===== config.mk =====
export PLATFORM = sky130hd
export DESIGN_NAME = spi_bus_arbiter
export DESIGN_NICKNAME = d
export VERILOG_FILES = /design/src/rtl/spi_bus_arbiter.sv
export SDC_FILE = /design/constraint.sdc
export NUM_CORES = 1
export LEC_CHECK = 0
export ABC_AREA = 0
export CORE_MARGIN = 4
export CORE_UTILIZATION = 40
export CTS_BUF_LIST = sky130_fd_sc_hd__clkbuf_16
export DETAILED_ROUTE_END_ITERATION = 10
export GPL_TIMING_DRIVEN = 0
export PLACE_DENSITY = 0.73
export SLEW_MARGIN = 20
export SYNTH_ARGS = -nofsm -noshare
export SYNTH_HDL_FRONTEND = slang
export SYNTH_SLANG_ARGS = --single-unit

===== constraint.sdc =====
create_clock -name HCLK -period 1.82 [get_ports HCLK]
set_input_delay 0.273 -clock HCLK [delete_from_list [all_inputs] [get_ports HCLK]]
set_output_delay 0.273 -clock HCLK [all_outputs]
set_load 0.02 [all_outputs]

===== src/rtl/spi_bus_arbiter.sv =====
`default_nettype none
// ============================================================================
// Module  : spi_bus_arbiter
// Purpose : Round-robin sharing of one byte-level SPI engine between two
//           requesters, each with its own active-low chip select. Defining
//           SPI_ARB_TIMEOUT_EN adds a forced release after TIMEOUT idle XFER
//           cycles.
// Rev     : 1.0  initial release
// ============================================================================
module spi_bus_arbiter #(
  parameter int CS_SETUP = 2,
  parameter int CS_HOLD  = 2,
  parameter int GAP      = 4,
  parameter int TIMEOUT  = 1024
) (
  input  logic       HCLK,
  input  logic       HRESETn,
  input  logic [1:0] req,
  output logic [1:0] gnt,
  input  logic [1:0] tx_valid,
  input  logic [7:0] tx_data0,
  input  logic [7:0] tx_data1,
  output logic [1:0] tx_ready,
  output logic [7:0] rx_data,
  output logic [1:0] rx_valid,
  output logic       eng_start,
  output logic [7:0] eng_tx,
  input  logic       eng_done,
  input  logic [7:0] eng_rx,
  output logic [1:0] ssn
`ifdef SPI_ARB_TIMEOUT_EN
  ,
  output logic [1:0] timeout
`endif
);

  if (CS_SETUP < 1 || CS_SETUP > 255) begin : g_bad_cs_setup
    $error("spi_bus_arbiter: CS_SETUP must be 1..255");
  end
  if (CS_HOLD < 1 || CS_HOLD > 255) begin : g_bad_cs_hold
    $error("spi_bus_arbiter: CS_HOLD must be 1..255");
  end
  if (GAP < 1 || GAP > 255) begin : g_bad_gap
    $error("spi_bus_arbiter: GAP must be 1..255");
  end
  if (TIMEOUT < 1 || TIMEOUT > 65535) begin : g_bad_timeout
    $error("spi_bus_arbiter: TIMEOUT must be 1..65535");
  end

  typedef enum logic [2:0] {
    S_IDLE  = 3'd0,
    S_SETUP = 3'd1,
    S_XFER  = 3'd2,
    S_WAIT  = 3'd3,
    S_HOLD  = 3'd4,
    S_GAP   = 3'd5
  } state_t;

  localparam logic [7:0] SETUP_LAST = 8'(CS_SETUP - 1);
  localparam logic [7:0] HOLD_LAST  = 8'(CS_HOLD - 1);
  localparam logic [7:0] GAP_LAST   = 8'(GAP - 1);

  state_t     r_state, w_state_nxt;
  logic       r_sel, w_sel_nxt;
  logic       r_last, w_last_nxt;
  logic [7:0] r_cnt, w_cnt_nxt;
  logic [1:0] w_gnt_nxt, w_ssn_nxt;
  logic [1:0] w_sel_oh, w_eligible;
  logic       w_pick, w_accept, w_expire;
  logic [7:0] w_tx_byte;

  assign w_sel_oh  = r_sel ? 2'b10 : 2'b01;
  assign w_tx_byte = r_sel ? tx_data1 : tx_data0;
  assign w_accept  = (r_state == S_XFER) && tx_valid[r_sel];
  assign tx_ready  = (r_state == S_XFER) ? w_sel_oh : 2'b00;
  // On a tie the requester that did not win last time gets the bus.
  assign w_pick    = (w_eligible == 2'b11) ? ~r_last : w_eligible[1];

`ifdef SPI_ARB_TIMEOUT_EN
  localparam logic [15:0] TIMEOUT_LAST = 16'(TIMEOUT - 1);

  logic [15:0] r_idle_cnt, w_idle_cnt_nxt;
  logic [1:0]  r_locked;
  logic        w_idle;

  assign w_idle   = (r_state == S_XFER) && !tx_valid[r_sel] && req[r_sel];
  assign w_expire = w_idle && (r_idle_cnt == TIMEOUT_LAST);
  // A force-released requester stays ineligible until it drops req once.
  assign w_eligible = req & ~r_locked;

  always_comb begin
    w_idle_cnt_nxt = 16'd0;
    if (w_idle && !w_expire) begin
      w_idle_cnt_nxt = r_idle_cnt + 16'd1;
    end
  end

  always_ff @(posedge HCLK or negedge HRESETn) begin
    if (!HRESETn) begin
      r_idle_cnt <= 16'd0;
      r_locked   <= 2'b00;
      timeout    <= 2'b00;
    end else begin
      r_idle_cnt <= w_idle_cnt_nxt;
      r_locked   <= (r_locked & req) | (w_expire ? w_sel_oh : 2'b00);
      timeout    <= w_expire ? w_sel_oh : 2'b00;
    end
  end
`else
  assign w_expire   = 1'b0;
  assign w_eligible = req;
`endif

  always_ff @(posedge HCLK or negedge HRESETn) begin
    if (!HRESETn) begin
      r_state <= S_IDLE;
      r_sel   <= 1'b0;
      r_last  <= 1'b1;
      r_cnt   <= 8'd0;
    end else begin
      r_state <= w_state_nxt;
      r_sel   <= w_sel_nxt;
      r_last  <= w_last_nxt;
      r_cnt   <= w_cnt_nxt;
    end
  end

  always_comb begin
    w_state_nxt = r_state;
    w_sel_nxt   = r_sel;
    w_last_nxt  = r_last;
    w_cnt_nxt   = r_cnt;
    w_gnt_nxt   = gnt;
    w_ssn_nxt   = ssn;
    case (r_state)
      S_IDLE: begin
        if (|w_eligible) begin
          w_sel_nxt   = w_pick;
          w_last_nxt  = w_pick;
          w_gnt_nxt   = w_pick ? 2'b10 : 2'b01;
          w_ssn_nxt   = w_pick ? 2'b01 : 2'b10;
          w_cnt_nxt   = 8'd0;
          w_state_nxt = S_SETUP;
        end
      end
      S_SETUP: begin
        if (r_cnt == SETUP_LAST) begin
          w_cnt_nxt   = 8'd0;
          w_state_nxt = S_XFER;
        end else begin
          w_cnt_nxt = r_cnt + 8'd1;
        end
      end
      S_XFER: begin
        // A pending byte beats a simultaneous req drop.
        if (tx_valid[r_sel]) begin
          w_state_nxt = S_WAIT;
        end else if (!req[r_sel] || w_expire) begin
          w_cnt_nxt   = 8'd0;
          w_state_nxt = S_HOLD;
        end
      end
      S_WAIT: begin
        if (eng_done) begin
          w_state_nxt = S_XFER;
        end
      end
      S_HOLD: begin
        if (r_cnt == HOLD_LAST) begin
          w_cnt_nxt   = 8'd0;
          w_gnt_nxt   = 2'b00;
          w_ssn_nxt   = 2'b11;
          w_state_nxt = S_GAP;
        end else begin
          w_cnt_nxt = r_cnt + 8'd1;
        end
      end
      S_GAP: begin
        if (r_cnt == GAP_LAST) begin
          w_cnt_nxt   = 8'd0;
          w_state_nxt = S_IDLE;
        end else begin
          w_cnt_nxt = r_cnt + 8'd1;
        end
      end
      default: begin
        w_cnt_nxt   = 8'd0;
        w_gnt_nxt   = 2'b00;
        w_ssn_nxt   = 2'b11;
        w_state_nxt = S_IDLE;
      end
    endcase
  end

  always_ff @(posedge HCLK or negedge HRESETn) begin
    if (!HRESETn) begin
      gnt       <= 2'b00;
      ssn       <= 2'b11;
      eng_start <= 1'b0;
      eng_tx    <= 8'd0;
      rx_data   <= 8'd0;
      rx_valid  <= 2'b00;
    end else begin
      gnt       <= w_gnt_nxt;
      ssn       <= w_ssn_nxt;
      eng_start <= w_accept;
      if (w_accept) begin
        eng_tx <= w_tx_byte;
      end
      rx_valid <= 2'b00;
      if ((r_state == S_WAIT) && eng_done) begin
        rx_data  <= eng_rx;
        rx_valid <= w_sel_oh;
      end
    end
  end

`ifndef SYNTHESIS
  a_single_cs: assert property (@(posedge HCLK) disable iff (!HRESETn) ssn != 2'b00);
  a_start_in_wait: assert property (@(posedge HCLK) disable iff (!HRESETn)
                                    eng_start |-> (r_state == S_WAIT));
`endif

endmodule
`default_nettype wire


* Word-level counts from Yosys, hierarchy flattened
Index checks and enable logic that the tools add are counted. Widths: inputs -> output; s select.
Word-level totals: bits in registers 36, output and inout port bits 25, bits of input ports 31, logic and storage cells 72
Cells by class: muxes and demuxes 31, add/sub/neg operators 1, order comparisons 1, eq/ne operators 16, reduce and logical (&&, ||, !) cells 10, bitwise operators 3
Operator list (number):
- $mux 8 | 6
- $pmux 8 s5 | 1
- $mux 3 | 7
- $mux 2 | 9
- $pmux 3 s6 | 1
- $ne 2x2->1 const B | 7
- $pmux 2 s3 | 2
- $add 8x1->8 const B | 1
- $eq 8x1->1 const B | 1
- $eq 8x2->1 const B | 1
- $eq 3x2->1 const B | 2
- $eq 3x3->1 const B | 2
- $reduce_and 6->1 | 1
- $mux 1 | 5
- $reduce_and 4->1 | 1
- $reduce_or 2->1 | 2
- $reduce_or 4->1 | 1
- $eq 3x1->1 const B | 1
- $logic_not 3->1 | 1
- $ne 3x3->1 const B | 1
- $not 1->1 | 3
- $reduce_and 3->1 | 1
- $eq 2x2->1 const B | 1
- $logic_and 1x1->1 | 2
- 2 further kinds | 2

* Logic depth before layout (Yosys ltp)
word-level depth 5, mapped depth 8, depth with buffers taken out 7

* Worst setup path after synthesis
No wires, ideal clock.
path type reg-to-reg, from register r_cnt[4], to register r_cnt[2], setup time 0.125 ns, arrival 1.600 ns, period minus slack after synthesis 1.724 ns, cell stages (with the launch flop) 7, path buffers 1, path slack 0.096 ns, required time 1.695 ns, cell sequence dfrtp_1 -> nor4_2 -> nand2_2 -> o211ai_2 -> buf_6 -> nor2_2 -> mux2_2
Between the ends: longest elaborated chain between the ends 3, elaborated cells between the ends (all ways) 5, those cells by class eq/ne (2); mux (3)
Ends and longest elaborated chain:
- start: declaration | RTL line 66 | logic [7:0] r_cnt, w_cnt_nxt;
- start signal: assignment | RTL line 124 | r_cnt <= w_cnt_nxt;
- $eq 8x2->1 / $eq 8x1->1 (equally long branches) | RTL line 179, 147, 169
- $mux 8, on equally long branches | RTL line 179, 147, 169
- $pmux 8 s5 * | RTL line 135 | case (r_state)
Mark *: on every way between the ends. The rest lies on a longest branch, timed or not. A chain may end at the register's enable or synchronous reset.

* Worst setup path after layout
from register r_cnt[7], to register r_cnt[2]
Same word-level chain as after synthesis.

==> impl_metrics.py <==
metrics = {
    "status": {
        "status": "completed",
    },
    "finish": {
        "final_cells": 287,
        "drive_gt1_share_pct": 20.68,
        "nets": 269,
        "area_growth_pct": 50.96,
        "diodes": 0,
    },
    "worst_setup_path": {
        "cp-end-kind": "flop",
        "critical_path_arrival_ns": 1.97,
        "critical_path_class": "reg2reg",
        "critPathRequiredTime_ns": 1.98,
        "crit_fanout": 6,
        "critPathLaunchType": "flop",
    },
    "placed_design": {
        "place_ws_ns": -0.5375,
        "gp_congestion": 0.7935,
        "port_buffers": 55,
        "placed_cells": 273,
        "dpl.hpwl_microns": 2982,
    },
    "synth": {
        "async_flop_share_pct": 100.0,
        "synth-seq-area-share_pct": 51.61,
        "synth_top_area_share_pct": 47.11,
        "yosys.cell_types.count": 41,
        "syn-num-nets": 200,
        "synth_most_common_cell": "dfrtp_1",
        "synth_edf_count": 0,
        "syn_area_per_cell_sq_um": 10.50,
        "synth_flop_cell": "dfrtp_1",
        "syn-cell-area_sq_mm": 0.001753,
        "yosysTopAreaCell": "dfrtp_1",
        "ys_ff_latch": 36,
        "ys_warn_count": 0,
        "synth_top_cells_by_count": "33 x dfrtp_1, 20 x nor2_1, 13 x a21oi_1",
        "synth.area.top_cells": "dfrtp_1 47%, mux2_2 7.1%, mux2i_1 5.1%, dfstp_2 4.5%, nor2_1 4.3%",
        "syn_inst": 167,
    },
    "clocking": {
        "cts.path.max_buffers": 2,
        "clk_pin_slew_ns": 0.05,
        "cts_tree": "yes",
        "clk_latency_ns": 0.28,
        "clock-sinks": 36,
        "htree_levels": 2,
        "cts_buffers": 5,
        "root_buffer": "clkbuf_16",
    },
    "sta": {
        "fin_ws_ns": 0.01082,
        "drv_slew": 0,
        "clock.fmax_mhz": 552.7,
        "period_needed_ns": 1.809,
        "setup_viol": 0,
        "relSlewSlack_pct": 64.65,
        "tightest_slew_ns": 0.5287,
        "layout_worst_path_cycle_share_pct": 99.41,
        "skew_ns": 0.004608,
        "hold_viol": 0,
        "rsz0062_at_grt": "yes",
    },
    "detailed_routing": {
        "met2_length_microns": 2098,
        "dr.first_iter.drc_count": 40,
        "wl_per_cell_microns": 15.13,
        "dr.pass1.iters": 4,
        "final_antenna_net_count": 0,
        "met3_length_microns": 287,
        "highest_layer": "met4",
        "drc": 0,
        "wl_met1_microns": 1895,
        "drt_wl_total_microns": 4341,
        "routed_via_density": 5.199,
        "via_count": 1492,
    },
    "die": {
        "die_area_sq_mm": 0.005506,
        "chipWidth_microns": 74.20,
        "die_y_microns": 74.20,
        "coreArea_sq_mm": 0.004115,
        "ios": 56,
        "fp-row-count": 23,
        "start_util_pct": 42.60,
    },
    "grt": {
        "grt_usage_pct": 16.07,
        "grt_pass1_vias": 1461,
        "grt_max_degree": 22,
        "grt_pass1_wl_microns": 6803,
        "antenna_found_initial": 0,
        "grt.overflow.total": 0,
    },
    "flow_run": {
        "maxCapViolations": 0,
    },
    "hold_path": {
        "hold_class": "in2reg",
    },
    "power": {
        "p_per_area_mw_per_mm2": 1640,
        "ir_worst_vdd_mv": 0.8679,
        "p_leak_nw": 1.153,
        "total_power_w": 0.004341,
    },
}
[layout by cell type, fill, tap and decap left out, types with 2 or more instances in the layout]
| cell | instances |
|---|---|
| a31oi_1 | 3 |
| buf_6 | 3 |
| ha_1 | 2 |
| nor2_1 | 20 |
| mux2i_1 | 9 |
| buf_2 | 7 |
| dfrtp_1 | 31 |
| o21ai_1 | 3 |
| nand2_1 | 6 |
| nor4_4 | 2 |
| dlymetal6s2s_1 | 2 |
| mux2_2 | 10 |
| nand4_1 | 3 |
| clkdlybuf4s50_1 | 50 |
| a21o_1 | 3 |
| nor2b_1 | 2 |
| o21a_1 | 3 |
| o21ai_0 | 6 |
| a21oi_1 | 12 |
| nand3_1 | 5 |
| buf_4 | 5 |
| inv_1 | 10 |
| dfstp_2 | 3 |
| dfrtp_2 | 2 |
| clkbuf_16 | 5 |
| nor4_1 | 2 |
[metrics by stage]
stage | util, % | TNS (ns) | cell area, sq um | hold slack (ns)
2_1_floorplan | - | 0 | 1753 | -0.02259
3_3_place_gp | 57.49 | -14.51 | 2366 | 0.4866
3_5_place_dp | 58.04 | -3.358 | 2389 | 0.2272
4_1_cts | 62.79 | 0 | 2584 | 0.4738
5_1_grt | 64.31 | -0.1206 | 2646 | 0.4502
6_report | 64.31 | 0 | 2646 | 0.4142
[worst max-delay path: stages (launching register included)]
cell	delay, ns
dfrtp_1	0.42
nor4_4	0.44
nand2_2	0.11
o211ai_4	0.25
buf_6	0.16
nor2_2	0.03
mux2_4	0.26
[what timing repair did]
item,4_1_cts,5_1_grt
gates cloned,0,1
hold buffers,1,0
resized for setup,14,11
setup buffers,0,4
pin swaps,1,5
endpoints found under the setup margin,9,15
endpoints found under the hold margin,12,0
[layer usage]
| layer | up-vias | track usage, % |
|---|---|---|
| li1 | 734 | - |
| met1 | 709 | 21.17 |
| met2 | 43 | 24.80 |
| met3 | 6 | 5.811 |
| met4 | 0 | 5.030 |
| met5 | - | 0 |
[state kept, by name (all words and copies together) (netlist names)]
name	count
ssn	2
rx_valid	2
r_state	3
gnt	2
rx_data	8
eng_start	1
eng_tx	8
r_last	1
r_sel	1
r_cnt	8
[report_power, final]
part	total, W	internal [W]	leakage, nW	switching (W)
combinational	0.00222	0.00108	0.644	0.00114
sequential	0.00131	0.00113	0.440	0.000182
clock	0.000809	0.000497	0.0687	0.000313
total	0.00434	0.00271	1.15	0.00163
[logic make-up (layout without fill, tap and decap cells)]
logic type	after synthesis	count (layout)	share of synthesized area, %
compound gates	40	40	14.28
fa+ha+maj	2	2	1.427
buf+inv	16	86	4.924
mux	20	20	12.21
simple gates	52	52	15.06
xor+xnor	1	1	0.4997
flops	36	36	51.61
[path summary, 6_finish.rpt]
check,depth (start not counted),startpoint,to,slack (ns)
worst max-delay path,6,r_cnt[7]$_DFFE_PN0P_,r_cnt[2]$_DFFE_PN0P_,0.01
max in group asynchronous,3,HRESETn,r_cnt[4]$_DFFE_PN0P_,0.91
worst max register to register,6,r_cnt[7]$_DFFE_PN0P_,r_cnt[2]$_DFFE_PN0P_,0.01
worst min register to register,1,rx_data[7]$_DFFE_PN0N_,rx_data[7]$_DFFE_PN0N_,0.50
worst min-delay path,3,req[1],r_last$_DFFE_PN1P_,0.41
min in group asynchronous,2,HRESETn,eng_start$_DFF_PN0_,0.46
[cell type report]
| type | instances | area [sq um] |
|---|---|---|
| clock buffer | 5 | 125.1 |
| timing repair buffer | 62 | 613.1 |
| multi-input combinational | 115 | 833.3 |
| fill | 351 | 1469 |
| sequential | 36 | 907.1 |
| inverter | 9 | 33.78 |
| tap | 50 | 62.56 |
| clock inverter | 3 | 15.01 |
| buffer | 7 | 56.30 |
(Power assumes the default switching activity.)
